`config.mk`:
```
export PLATFORM = sky130hd
export DESIGN_NAME = fht_result_reader_flat
export DESIGN_NICKNAME = d
export VERILOG_FILES = /design/src/rtl/fht_result_reader_if.sv /design/src/rtl/fht_result_reader.sv /design/src/flat_wrapper.sv
export SDC_FILE = /design/constraint.sdc
export NUM_CORES = 1
export LEC_CHECK = 0
export CAP_MARGIN = 10
export CELL_PAD_IN_SITES_DETAIL_PLACEMENT = 1
export CELL_PAD_IN_SITES_GLOBAL_PLACEMENT = 1
export CORE_UTILIZATION = 41
export CTS_CLUSTER_SIZE = 12
export DETAILED_ROUTE_END_ITERATION = 12
export GPL_TIMING_DRIVEN = 1
export PLACE_DENSITY_LB_ADDON = 0.1
export SYNTH_ARGS = -nofsm -noshare
export SYNTH_HDL_FRONTEND = slang
export SYNTH_SLANG_ARGS = --single-unit
```
`constraint.sdc`:
```
create_clock -name iCLK -period 5.91 [get_ports iCLK]
set_input_delay 0.8865 -clock iCLK [delete_from_list [all_inputs] [get_ports iCLK]]
set_output_delay 0.8865 -clock iCLK [all_outputs]
set_load 0.01 [all_outputs]
```
`src/rtl/fht_result_reader_if.sv`:
```
// Stream and result-RAM signal bundle for fht_result_reader.
// The slave modport is the reader; the master modport is the RAM/sink/control side.
interface fht_result_reader_if #(
  parameter int A_BIT = 8,
  parameter int D_BIT = 16
);
  logic                    iSTART;
  logic                    iFHT_RDY;
  logic [A_BIT-1:0]        oADDR_RD_0;
  logic [A_BIT-1:0]        oADDR_RD_1;
  logic [A_BIT-1:0]        oADDR_RD_2;
  logic [A_BIT-1:0]        oADDR_RD_3;
  logic signed [D_BIT-1:0] iDATA_0;
  logic signed [D_BIT-1:0] iDATA_1;
  logic signed [D_BIT-1:0] iDATA_2;
  logic signed [D_BIT-1:0] iDATA_3;
  logic signed [D_BIT-1:0] oDATA;
  logic [A_BIT+1:0]        oIDX;
  logic                    oVALID;
  logic                    iREADY;
  logic                    oLAST;
  logic                    oBUSY;
  logic                    oDONE;
  logic                    oERR;

  modport slave (
    input  iSTART, iFHT_RDY, iDATA_0, iDATA_1, iDATA_2, iDATA_3, iREADY,
    output oADDR_RD_0, oADDR_RD_1, oADDR_RD_2, oADDR_RD_3,
    output oDATA, oIDX, oVALID, oLAST, oBUSY, oDONE, oERR
  );

  modport master (
    output iSTART, iFHT_RDY, iDATA_0, iDATA_1, iDATA_2, iDATA_3, iREADY,
    input  oADDR_RD_0, oADDR_RD_1, oADDR_RD_2, oADDR_RD_3,
    input  oDATA, oIDX, oVALID, oLAST, oBUSY, oDONE, oERR
  );
endinterface

```
`src/rtl/fht_result_reader.sv`:
```
// Unloads the four-bank FHT result RAM as an in-order valid/ready stream,
// using read credits so a small skid FIFO absorbs every in-flight RAM word.
module fht_result_reader #(
  parameter int N          = 1024,
  parameter int A_BIT      = 8,
  parameter int D_BIT      = 16,
  parameter int RD_LAT     = 2,
  parameter int FIFO_DEPTH = 4
) (
  input logic               iCLK,
  input logic               iRESET,
  fht_result_reader_if.slave bus
);
  localparam int K_W   = A_BIT + 2;
  localparam int PTR_W = (FIFO_DEPTH > 1) ? $clog2(FIFO_DEPTH) : 1;
  localparam int CNT_W = $clog2(FIFO_DEPTH + 1);
  localparam int IF_W  = $clog2(RD_LAT + 2);
  localparam logic [K_W-1:0] K_LAST = K_W'(N - 1);

  typedef enum logic [1:0] {IDLE = 2'd0, READ = 2'd1, DRAIN = 2'd2} state_t;

  state_t                          state_q, state_d;
  logic [K_W-1:0]                  rc_q, rc_d, oc_q, oc_d;
  logic [A_BIT-1:0]                addr_q, addr_d;
  logic [RD_LAT:0]                 vld_q, vld_d;
  logic [RD_LAT:0][1:0]            tag_q, tag_d;
  logic [FIFO_DEPTH-1:0][D_BIT-1:0] mem_q, mem_d;
  logic [PTR_W-1:0]                wr_q, wr_d, rd_q, rd_d;
  logic [CNT_W-1:0]                cnt_q, cnt_d;
  logic                            done_q, done_d, err_q, err_d;

  logic [IF_W-1:0]                 in_flight_s;
  logic [D_BIT-1:0]                land_data_s;
  logic                            valid_s, xfer_s, land_s, last_s, credit_s, abort_s;

  // Loader stores banks in bit-reversed order of the two index MSBs.
  function automatic logic [1:0] bank_of(input logic [K_W-1:0] k);
    return {k[A_BIT], k[A_BIT+1]};
  endfunction

  assign valid_s = (cnt_q != '0);
  assign xfer_s  = valid_s & bus.iREADY;
  assign land_s  = vld_q[RD_LAT];
  assign last_s  = valid_s & (oc_q == K_LAST);
  assign abort_s = (state_q != IDLE) & ~bus.iFHT_RDY;

  always_comb begin
    in_flight_s = '0;
    for (int i = 0; i <= RD_LAT; i++) begin
      in_flight_s = in_flight_s + IF_W'(vld_q[i]);
    end
  end

  // A slot popped this clock is free again by the time a new read lands.
  assign credit_s = (int'(cnt_q) - int'(xfer_s) + int'(in_flight_s)) < FIFO_DEPTH;

  always_comb begin
    case (tag_q[RD_LAT])
      2'd0:    land_data_s = bus.iDATA_0;
      2'd1:    land_data_s = bus.iDATA_1;
      2'd2:    land_data_s = bus.iDATA_2;
      2'd3:    land_data_s = bus.iDATA_3;
      default: land_data_s = '0;
    endcase
  end

  always_comb begin
    state_d = state_q;
    rc_d    = rc_q;
    oc_d    = oc_q;
    addr_d  = addr_q;
    vld_d   = {vld_q[RD_LAT-1:0], 1'b0};
    tag_d   = {tag_q[RD_LAT-1:0], 2'b00};
    mem_d   = mem_q;
    wr_d    = wr_q;
    rd_d    = rd_q;
    done_d  = 1'b0;
    err_d   = 1'b0;

    if (land_s) begin
      mem_d[wr_q] = land_data_s;
      wr_d        = wr_q + PTR_W'(1);
    end else begin
      wr_d = wr_q;
    end
    if (xfer_s) begin
      rd_d = rd_q + PTR_W'(1);
      oc_d = oc_q + K_W'(1);
    end else begin
      rd_d = rd_q;
    end
    cnt_d = cnt_q + CNT_W'(land_s) - CNT_W'(xfer_s);

    case (state_q)
      IDLE: begin
        if (bus.iSTART && bus.iFHT_RDY) begin
          addr_d   = '0;
          vld_d[0] = 1'b1;
          tag_d[0] = 2'b00;
          rc_d     = K_W'(1);
          oc_d     = '0;
          state_d  = READ;
        end else begin
          state_d = IDLE;
        end
      end
      READ: begin
        if (credit_s) begin
          addr_d   = rc_q[A_BIT-1:0];
          vld_d[0] = 1'b1;
          tag_d[0] = bank_of(rc_q);
          rc_d     = rc_q + K_W'(1);
          state_d  = (rc_q == K_LAST) ? DRAIN : READ;
        end else begin
          state_d = READ;
        end
      end
      DRAIN: begin
        if (xfer_s && last_s) begin
          state_d = IDLE;
          done_d  = 1'b1;
          rc_d    = '0;
          oc_d    = '0;
        end else begin
          state_d = DRAIN;
        end
      end
      default: state_d = IDLE;
    endcase

    // Losing the transform result mid-unload discards everything queued or in flight.
    if (abort_s) begin
      state_d = IDLE;
      err_d   = 1'b1;
      done_d  = 1'b0;
      vld_d   = '0;
      cnt_d   = '0;
      wr_d    = '0;
      rd_d    = '0;
      rc_d    = '0;
      oc_d    = '0;
    end else begin
      err_d = 1'b0;
    end
  end

  always_ff @(posedge iCLK or negedge iRESET) begin
    if (!iRESET) begin
      state_q <= IDLE;
      rc_q    <= '0;
      oc_q    <= '0;
      addr_q  <= '0;
      vld_q   <= '0;
      tag_q   <= '0;
      mem_q   <= '0;
      wr_q    <= '0;
      rd_q    <= '0;
      cnt_q   <= '0;
      done_q  <= 1'b0;
      err_q   <= 1'b0;
    end else begin
      state_q <= state_d;
      rc_q    <= rc_d;
      oc_q    <= oc_d;
      addr_q  <= addr_d;
      vld_q   <= vld_d;
      tag_q   <= tag_d;
      mem_q   <= mem_d;
      wr_q    <= wr_d;
      rd_q    <= rd_d;
      cnt_q   <= cnt_d;
      done_q  <= done_d;
      err_q   <= err_d;
    end
  end

  assign bus.oADDR_RD_0 = addr_q;
  assign bus.oADDR_RD_1 = addr_q;
  assign bus.oADDR_RD_2 = addr_q;
  assign bus.oADDR_RD_3 = addr_q;
  assign bus.oDATA      = valid_s ? mem_q[rd_q] : '0;
  assign bus.oIDX       = oc_q;
  assign bus.oVALID     = valid_s;
  assign bus.oLAST      = last_s;
  assign bus.oBUSY      = (state_q != IDLE);
  assign bus.oDONE      = done_q;
  assign bus.oERR       = err_q;
endmodule

```
`src/flat_wrapper.sv`:
```
// flat-port wrapper written by rule: the top's interface ports become plain ports
module fht_result_reader_flat 
#(
  parameter int N          = 1024,
  parameter int A_BIT      = 8,
  parameter int D_BIT      = 16,
  parameter int RD_LAT     = 2,
  parameter int FIFO_DEPTH = 4
)
  (iCLK, iRESET, bus_iSTART, bus_iFHT_RDY, bus_iDATA_0, bus_iDATA_1, bus_iDATA_2, bus_iDATA_3, bus_iREADY, bus_oADDR_RD_0, bus_oADDR_RD_1, bus_oADDR_RD_2, bus_oADDR_RD_3, bus_oDATA, bus_oIDX, bus_oVALID, bus_oLAST, bus_oBUSY, bus_oDONE, bus_oERR);
  fht_result_reader_if #(.A_BIT(A_BIT), .D_BIT(D_BIT)) bus_i ();
  input logic iCLK;
  input logic iRESET;
  input wire logic [$bits(bus_i.iSTART)-1:0] bus_iSTART;
  input wire logic [$bits(bus_i.iFHT_RDY)-1:0] bus_iFHT_RDY;
  input wire logic [$bits(bus_i.iDATA_0)-1:0] bus_iDATA_0;
  input wire logic [$bits(bus_i.iDATA_1)-1:0] bus_iDATA_1;
  input wire logic [$bits(bus_i.iDATA_2)-1:0] bus_iDATA_2;
  input wire logic [$bits(bus_i.iDATA_3)-1:0] bus_iDATA_3;
  input wire logic [$bits(bus_i.iREADY)-1:0] bus_iREADY;
  output wire logic [$bits(bus_i.oADDR_RD_0)-1:0] bus_oADDR_RD_0;
  output wire logic [$bits(bus_i.oADDR_RD_1)-1:0] bus_oADDR_RD_1;
  output wire logic [$bits(bus_i.oADDR_RD_2)-1:0] bus_oADDR_RD_2;
  output wire logic [$bits(bus_i.oADDR_RD_3)-1:0] bus_oADDR_RD_3;
  output wire logic [$bits(bus_i.oDATA)-1:0] bus_oDATA;
  output wire logic [$bits(bus_i.oIDX)-1:0] bus_oIDX;
  output wire logic [$bits(bus_i.oVALID)-1:0] bus_oVALID;
  output wire logic [$bits(bus_i.oLAST)-1:0] bus_oLAST;
  output wire logic [$bits(bus_i.oBUSY)-1:0] bus_oBUSY;
  output wire logic [$bits(bus_i.oDONE)-1:0] bus_oDONE;
  output wire logic [$bits(bus_i.oERR)-1:0] bus_oERR;
  assign bus_i.iSTART = bus_iSTART;
  assign bus_i.iFHT_RDY = bus_iFHT_RDY;
  assign bus_i.iDATA_0 = bus_iDATA_0;
  assign bus_i.iDATA_1 = bus_iDATA_1;
  assign bus_i.iDATA_2 = bus_iDATA_2;
  assign bus_i.iDATA_3 = bus_iDATA_3;
  assign bus_i.iREADY = bus_iREADY;
  assign bus_oADDR_RD_0 = bus_i.oADDR_RD_0;
  assign bus_oADDR_RD_1 = bus_i.oADDR_RD_1;
  assign bus_oADDR_RD_2 = bus_i.oADDR_RD_2;
  assign bus_oADDR_RD_3 = bus_i.oADDR_RD_3;
  assign bus_oDATA = bus_i.oDATA;
  assign bus_oIDX = bus_i.oIDX;
  assign bus_oVALID = bus_i.oVALID;
  assign bus_oLAST = bus_i.oLAST;
  assign bus_oBUSY = bus_i.oBUSY;
  assign bus_oDONE = bus_i.oDONE;
  assign bus_oERR = bus_i.oERR;
  fht_result_reader #(.N(N), .A_BIT(A_BIT), .D_BIT(D_BIT), .RD_LAT(RD_LAT), .FIFO_DEPTH(FIFO_DEPTH)) u_core (.iCLK(iCLK), .iRESET(iRESET), .bus(bus_i));
endmodule
```
# After elaboration in Yosys (flattened, before gate mapping)
# Cells that the tools add are included.
[totals]
word_cells = 101
in_bits = 69
output_inout_bits = 63
ff_bits = 112
[classes]
muxes = 41
n_eq_ne = 12
magnitude_cmp = 4
n_addsub = 10
bitwise = 4
n_reduce_logical = 13
[ops]
columns = ["operator", "count"]
rows = [
  ["$mux 10", 8],
  ["$bwmux 64", 1],
  ["$pmux 16 s4", 1],
  ["$mux 16", 3],
  ["$add 32x3->32", 1],
  ["$bmux 16 s2", 1],
  ["$demux 16 s2", 1],
  ["$lt 32x4->1 const B", 1],
  ["$pmux 10 s3", 1],
  ["$add 10x1->10 const B", 2],
  ["$eq 10x10->1 const B", 2],
  ["$mux 2", 10],
  ["$pmux 10 s2", 1],
  ["$mux 8", 2],
  ["$pmux 8 s2", 1],
  ["$ne 3x1->1 const B", 3],
  ["$reduce_bool 2->1", 4],
  ["$mux 1", 7],
  ["$eq 2x2->1 const B", 3],
  ["$lt 2x3->1 const B", 2],
  ["$mux 3", 2],
  ["$pmux 2 s3", 1],
  ["$add 2x1->2 const B", 2],
  ["$eq 2x1->1 const B", 2],
  ["16 further kinds", 22],
]

# Depth between registers and ports, before layout
[logic_depth]
ltp_word = 8
ltp_mapped = 17
depth_no_buf = 15

# Worst setup path before layout
# Ideal clock, no wire load.
[synth_path]
kind = "reg2reg"
startpoint = "register u_core.cnt_q[0]"
endpoint = "register u_core.addr_q[0], in the netlist u_core.bus.oADDR_RD_0[0]"
setup_ps = 126
path_buffers = 2
stages_incl_launch_ff = 18
t_arrival_ps = 4077
synth_period_minus_slack_ps = 4204
required_time_ps = 5784
path_slack_ps = 1706
cell_sequence = "dfrtp_1 -> nor3_1 -> nor2b_1 -> clkbuf_1 -> ha_1 -> ha_1 -> inv_1 -> ha_1 -> and3b_1 -> o21ai_0 -> inv_1 -> nand2_1 -> ha_1 -> nand4_1 -> a211oi_4 -> or2_2 -> buf_4 -> a221o_1"
[synth_via]
elab_chain_len = 7
[synth_lines]
columns = ["item", "line", "rtl"]
rows = [
  ["from (decl)", "fht_result_reader.sv:29", "logic [CNT_W-1:0] cnt_q, cnt_d;"],
  ["from (signal assigned)", "fht_result_reader.sv:171", "cnt_q <= cnt_d;"],
  ["$reduce_bool 3->1", "fht_result_reader.sv:41", "assign valid_s = (cnt_q != '0);"],
  ["$and 1x1->1", "fht_result_reader.sv:42", "assign xfer_s = valid_s & bus.iREADY;"],
  ["$sub 3x1->4 (*)", "fht_result_reader.sv:55", "assign credit_s = (int'(cnt_q) - int'(xfer_s) + int'(in_flight_s)) < FIFO_DEPTH;"],
  ["$add 32x3->32 (*)", "fht_result_reader.sv:55", ""],
  ["$lt 32x4->1 (*)", "fht_result_reader.sv:55", ""],
  ["$ne 2x1->1 (no line) (*)", "--", ""],
  ["$reduce_and 3->1 (no line) (*)", "--", ""],
  ["to (signal assigned)", "fht_result_reader.sv:165", "addr_q <= addr_d;"],
  ["to (decl)", "fht_result_reader.sv:24", "logic [A_BIT-1:0] addr_q, addr_d;"],
]
# Every way passes the cells marked *; elsewhere a longest branch is shown, timed or not.
# A chain may end at the register's enable or synchronous reset.

# Worst setup path after layout
[layout_path]
startpoint = "input port bus_iREADY"
endpoint = "register u_core.rc_q[3]"
[layout_via]
elab_chain_len = 6
word_cells_on_any_way = 8
cone_classes = "2 x add/sub; 1 x order compare; 2 x eq/ne; 1 x bitwise; 2 x reduce/logical"
[layout_lines]
columns = ["item", "line", "rtl"]
rows = [
  ["from (decl)", "flat_wrapper.sv:20", "input wire logic [$bits(bus_i.iREADY)-1:0] bus_iREADY;"],
  ["$and 1x1->1 (*)", "fht_result_reader.sv:42", ""],
  ["$sub 3x1->4", "fht_result_reader.sv:55", ""],
  ["$add 32x3->32", "fht_result_reader.sv:55", ""],
  ["$lt 32x4->1", "fht_result_reader.sv:55", ""],
  ["$ne 3x1->1 (no line)", "--", ""],
  ["$reduce_and 4->1 (no line) (*)", "--", ""],
  ["to (signal assigned)", "fht_result_reader.sv:163", "rc_q <= rc_d;"],
  ["to (decl)", "fht_result_reader.sv:23", "logic [K_W-1:0] rc_q, rc_d, oc_q, oc_d;"],
]
# Marks and branches as above.

==> key figures <==
Logic synthesis
  • Distinct cells, synth: 50
  • Post-synth EDFFs: 0
  • Top cell type's share of synthesized area: 0.455
  • Leading area contributor after synthesis: dfrtp_1
  • Synth top area cells: dfrtp_1, mux2_2, mux4_2, ha_1, buf_4
  • Synthesized area per cell: 12.4 um2
  • Asr flop ratio synth: 1.00
  • Post-Synthesis Cell Area: 6160 um2
  • Syn nets: 589
  • Primary FF master, synth: dfrtp_1
  • Sequential share of the synthesized area: 0.455
  • Cells after synthesis: 497
  • Yosys warns: 0
  • Register bit total from synthesis: 112

Pwr
  • Power density over the cells: 486 nW/um2
  • Leakage: 3.15 nW
  • VDD IR max: 0.203 mV

Drt
  • DR iter-0 viols: 207
  • Post-DR wirelength/cell: 18.9 um
  • ANT nets after route: 0
  • Drt drc: 0
  • Avg Vias per Cell: 5.45
  • DRT Wirelength: 14800 um
  • Via count: 4276
  • First-pass detailed-route iteration total: 6

STA
  • Final hold vios: 0
  • Clock skew: 0.00533 ns
  • RSZ-0062 raised after global routing: no
  • Tmin final: 4.75 ns
  • Max-slew headroom: 0.291
  • Setup WS post-layout: 1.16 ns
  • Worst slew pin tran: 1.06 ns
  • Peak Freq: 0.210 GHz
  • Fin Setup TNS: 0 ns
  • Fin crit share: 0.804
  • Max-slew violation count: 0
  • Setup violators final: 0

Worst setup path
  • CP Cell Sequence: clkdlybuf4s50_1, nor2b_1, buf_4, ha_1, ha_1, inv_1, ha_1, and3b_1, o21ai_0, inv_1, nand2_1, ha_1, or4_1, a211oi_4, buf_4, o221a_2, o211ai_1
  • Critical Path Source: bus_iREADY
  • Reg2reg path depth: 17
  • WS Path Type: input pin to flop
  • Worst setup SP type: input pin
  • Crit path max-delay cell type: or4_1
  • CP dominant cell by count: ha_1
  • Flop2flop setup slack: 1.55 ns
  • FF-to-FF End: u_core.rc_q[3]
  • Crit path largest cell delay: 0.57 ns
  • Crit path capture: u_core.rc_q[3]
  • R2R Path Start: u_core.cnt_q[0]
  • Max FO, Critical Path: 12
  • Data required, critical path: 6.13 ns
  • Worst setup EP type: flop
  • CP Data Arrival Time: 4.97 ns

Place
  • DP Wirelength: 10600 um
  • IO Port Bufs: 131
  • Place WS: 0.781 ns
  • GP Congestion: 0.783
  • Placed Area: 7450 um2

Clock tree
  • CTS tree: yes
  • Clock tree buffer depth: 2
  • TritonCTS buffer count: 9
  • H-tree depth: 3
  • Clock transition at path regs: 0.07 ns
  • Clock Sinks: 112
  • Root buffer cell: clkbuf_16
  • # Post-CTS Setup Buffers: 0
  • # hold bufs at CTS: 0
  • Worst skew pair latency: 0.35 ns
  • Post-cts sizing count: 0

Die
  • Core Region: 14600 um2
  • I/O pin total: 132
  • Rows: 44
  • Initial Util: 0.422
  • Die Span X: 125 um
  • Total die area: 15500 um2
  • Die height: 125 um

Final layout
  • # diodes: 0
  • Fill cell count: 1474
  • Share of cells above drive strength 1: 0.213
  • Post-layout net count: 689
  • Area growth syn-to-layout: 25.5%
  • Design area: 7730 um2

Worst hold path
  • Hold Crit Depth: 0
  • Critical hold path startpoint: u_core.tag_d[5]
  • HP Class: flop to flop

GRT
  • Vias in the first global route: 4885
  • Gr usage total: 0.205
  • Largest net degree at the start of global routing: 78
  • Antenna violations before repair: 0
  • Total grt overflow: 0
  • First-pass GRT wire length: 25300 um

Status
  • Status: finished, final reports clean

Run
  • Max-Cap Viols: 0
-- area by class of cell --
class                   count  area (um2)  area share
clock buffers              10         229      0.0296
multi-input cells         312        2960       0.384
well taps                 184         230      0.0298
inverters                  23        86.3      0.0112
flip-flops and latches    112        2800       0.363
repair buffers            139        1370       0.177
clock inverters             4        47.5     0.00615
-- per-layer routing --
| metal | part of all wire | wire length [um] | GRT usage |
|---|---|---|---|
| met5 | 0 | 0 | 0 |
| met4 | 0.0083 | 123 | 0.0404 |
| met3 | 0.039 | 579 | 0.0473 |
| met2 | 0.52 | 7630 | 0.359 |
| met1 | 0.44 | 6460 | 0.258 |
-- critical path, delay by kind of cell --
family          cells  cell delay, ns
buf+inv             5            1.10
compound gates      4            1.08
simple gates        4            0.96
fa+ha+maj           4            0.92
-- placed cells by master, fill, tap and decap left out, types with 2 or more instances in the layout --
cell,synthesis,final
xor2_1,7,7
and3_1,6,6
and2_1,6,6
or2_2,3,3
xnor2_1,7,7
o31ai_1,2,2
a211oi_1,2,2
nor2_1,25,25
clkinv_2,0,2
fa_1,2,2
or3_1,2,2
buf_4,25,9
ha_1,21,21
nor2b_1,23,23
clkdlybuf4s50_1,0,130
mux2i_1,2,2
nand2_1,23,23
a21boi_0,2,2
inv_1,23,23
a221o_1,8,8
o211ai_1,9,9
nand3_1,8,8
a21oi_1,3,3
mux4_2,32,32
o21ai_0,5,5
dfrtp_1,112,112
nand4_1,6,6
clkbuf_16,0,9
o2111ai_1,7,7
a32o_1,2,2
mux2_2,64,64
nor3_1,18,17
-- registers in the layout (all words and copies together) (netlist names) --
| name | cells |
|---|---|
| u_core.bus.oADDR_RD_0 | 8 |
| u_core.bus.oDONE | 1 |
| u_core.bus.oERR | 1 |
| u_core.bus.oIDX | 10 |
| u_core.cnt_q | 3 |
| u_core.mem_q | 64 |
| u_core.rc_q | 10 |
| u_core.rd_q | 2 |
| u_core.state_q | 2 |
| u_core.tag_d | 4 |
| u_core.tag_q | 2 |
| u_core.vld_q | 3 |
| u_core.wr_q | 2 |
-- report_power, final --
part | total, mW | switching, mW | internal (mW)
combinational | 1.86 | 0.822 | 1.04
sequential | 1.30 | 0.226 | 1.07
clock | 0.591 | 0.268 | 0.323
-- cell usage after synthesis, types with 8 or more instances --
| master | number |
|---|---|
| a221o_1 | 8 |
| nor2b_1 | 23 |
| mux2_2 | 64 |
| nor2_1 | 25 |
| nand2_1 | 23 |
| nand3_1 | 8 |
| dfrtp_1 | 112 |
| buf_4 | 25 |
| clkbuf_1 | 17 |
| inv_1 | 23 |
| o211ai_1 | 9 |
| nor3_1 | 18 |
| ha_1 | 21 |
| mux4_2 | 32 |
-- cells by family after synthesis --
| family | after synthesis | share of synthesized area |
|---|---|---|
| compound gates | 50 | 0.0671 |
| xor+xnor | 14 | 0.0199 |
| fa+ha+maj | 23 | 0.0492 |
| buf+inv | 73 | 0.0640 |
| flops | 112 | 0.455 |
| mux | 98 | 0.237 |
| simple gates | 127 | 0.107 |
-- per-stage QoR --
stage	util	power [mW]	hold WS [ns]	cells
floorplan	-	2.53	0.331	497
global placement	0.511	3.11	0.333	770
detailed placement	0.511	3.19	0.336	770
CTS	0.530	3.80	0.351	784
global route	0.530	4.01	0.362	784
finish	0.530	3.75	0.348	784
-- worst min-delay path by stage --
stage / to / slack, ns
after floorplan: u_core.tag_d[4] / 0.33
after global placement: u_core.tag_d[4] / 0.33
after detailed placement: u_core.tag_q[5] / 0.34
after CTS: u_core.tag_q[5] / 0.35
after global routing: u_core.tag_q[5] / 0.36
final: u_core.tag_q[5] / 0.35
Note: power is estimated with default switching activity, not from simulation.
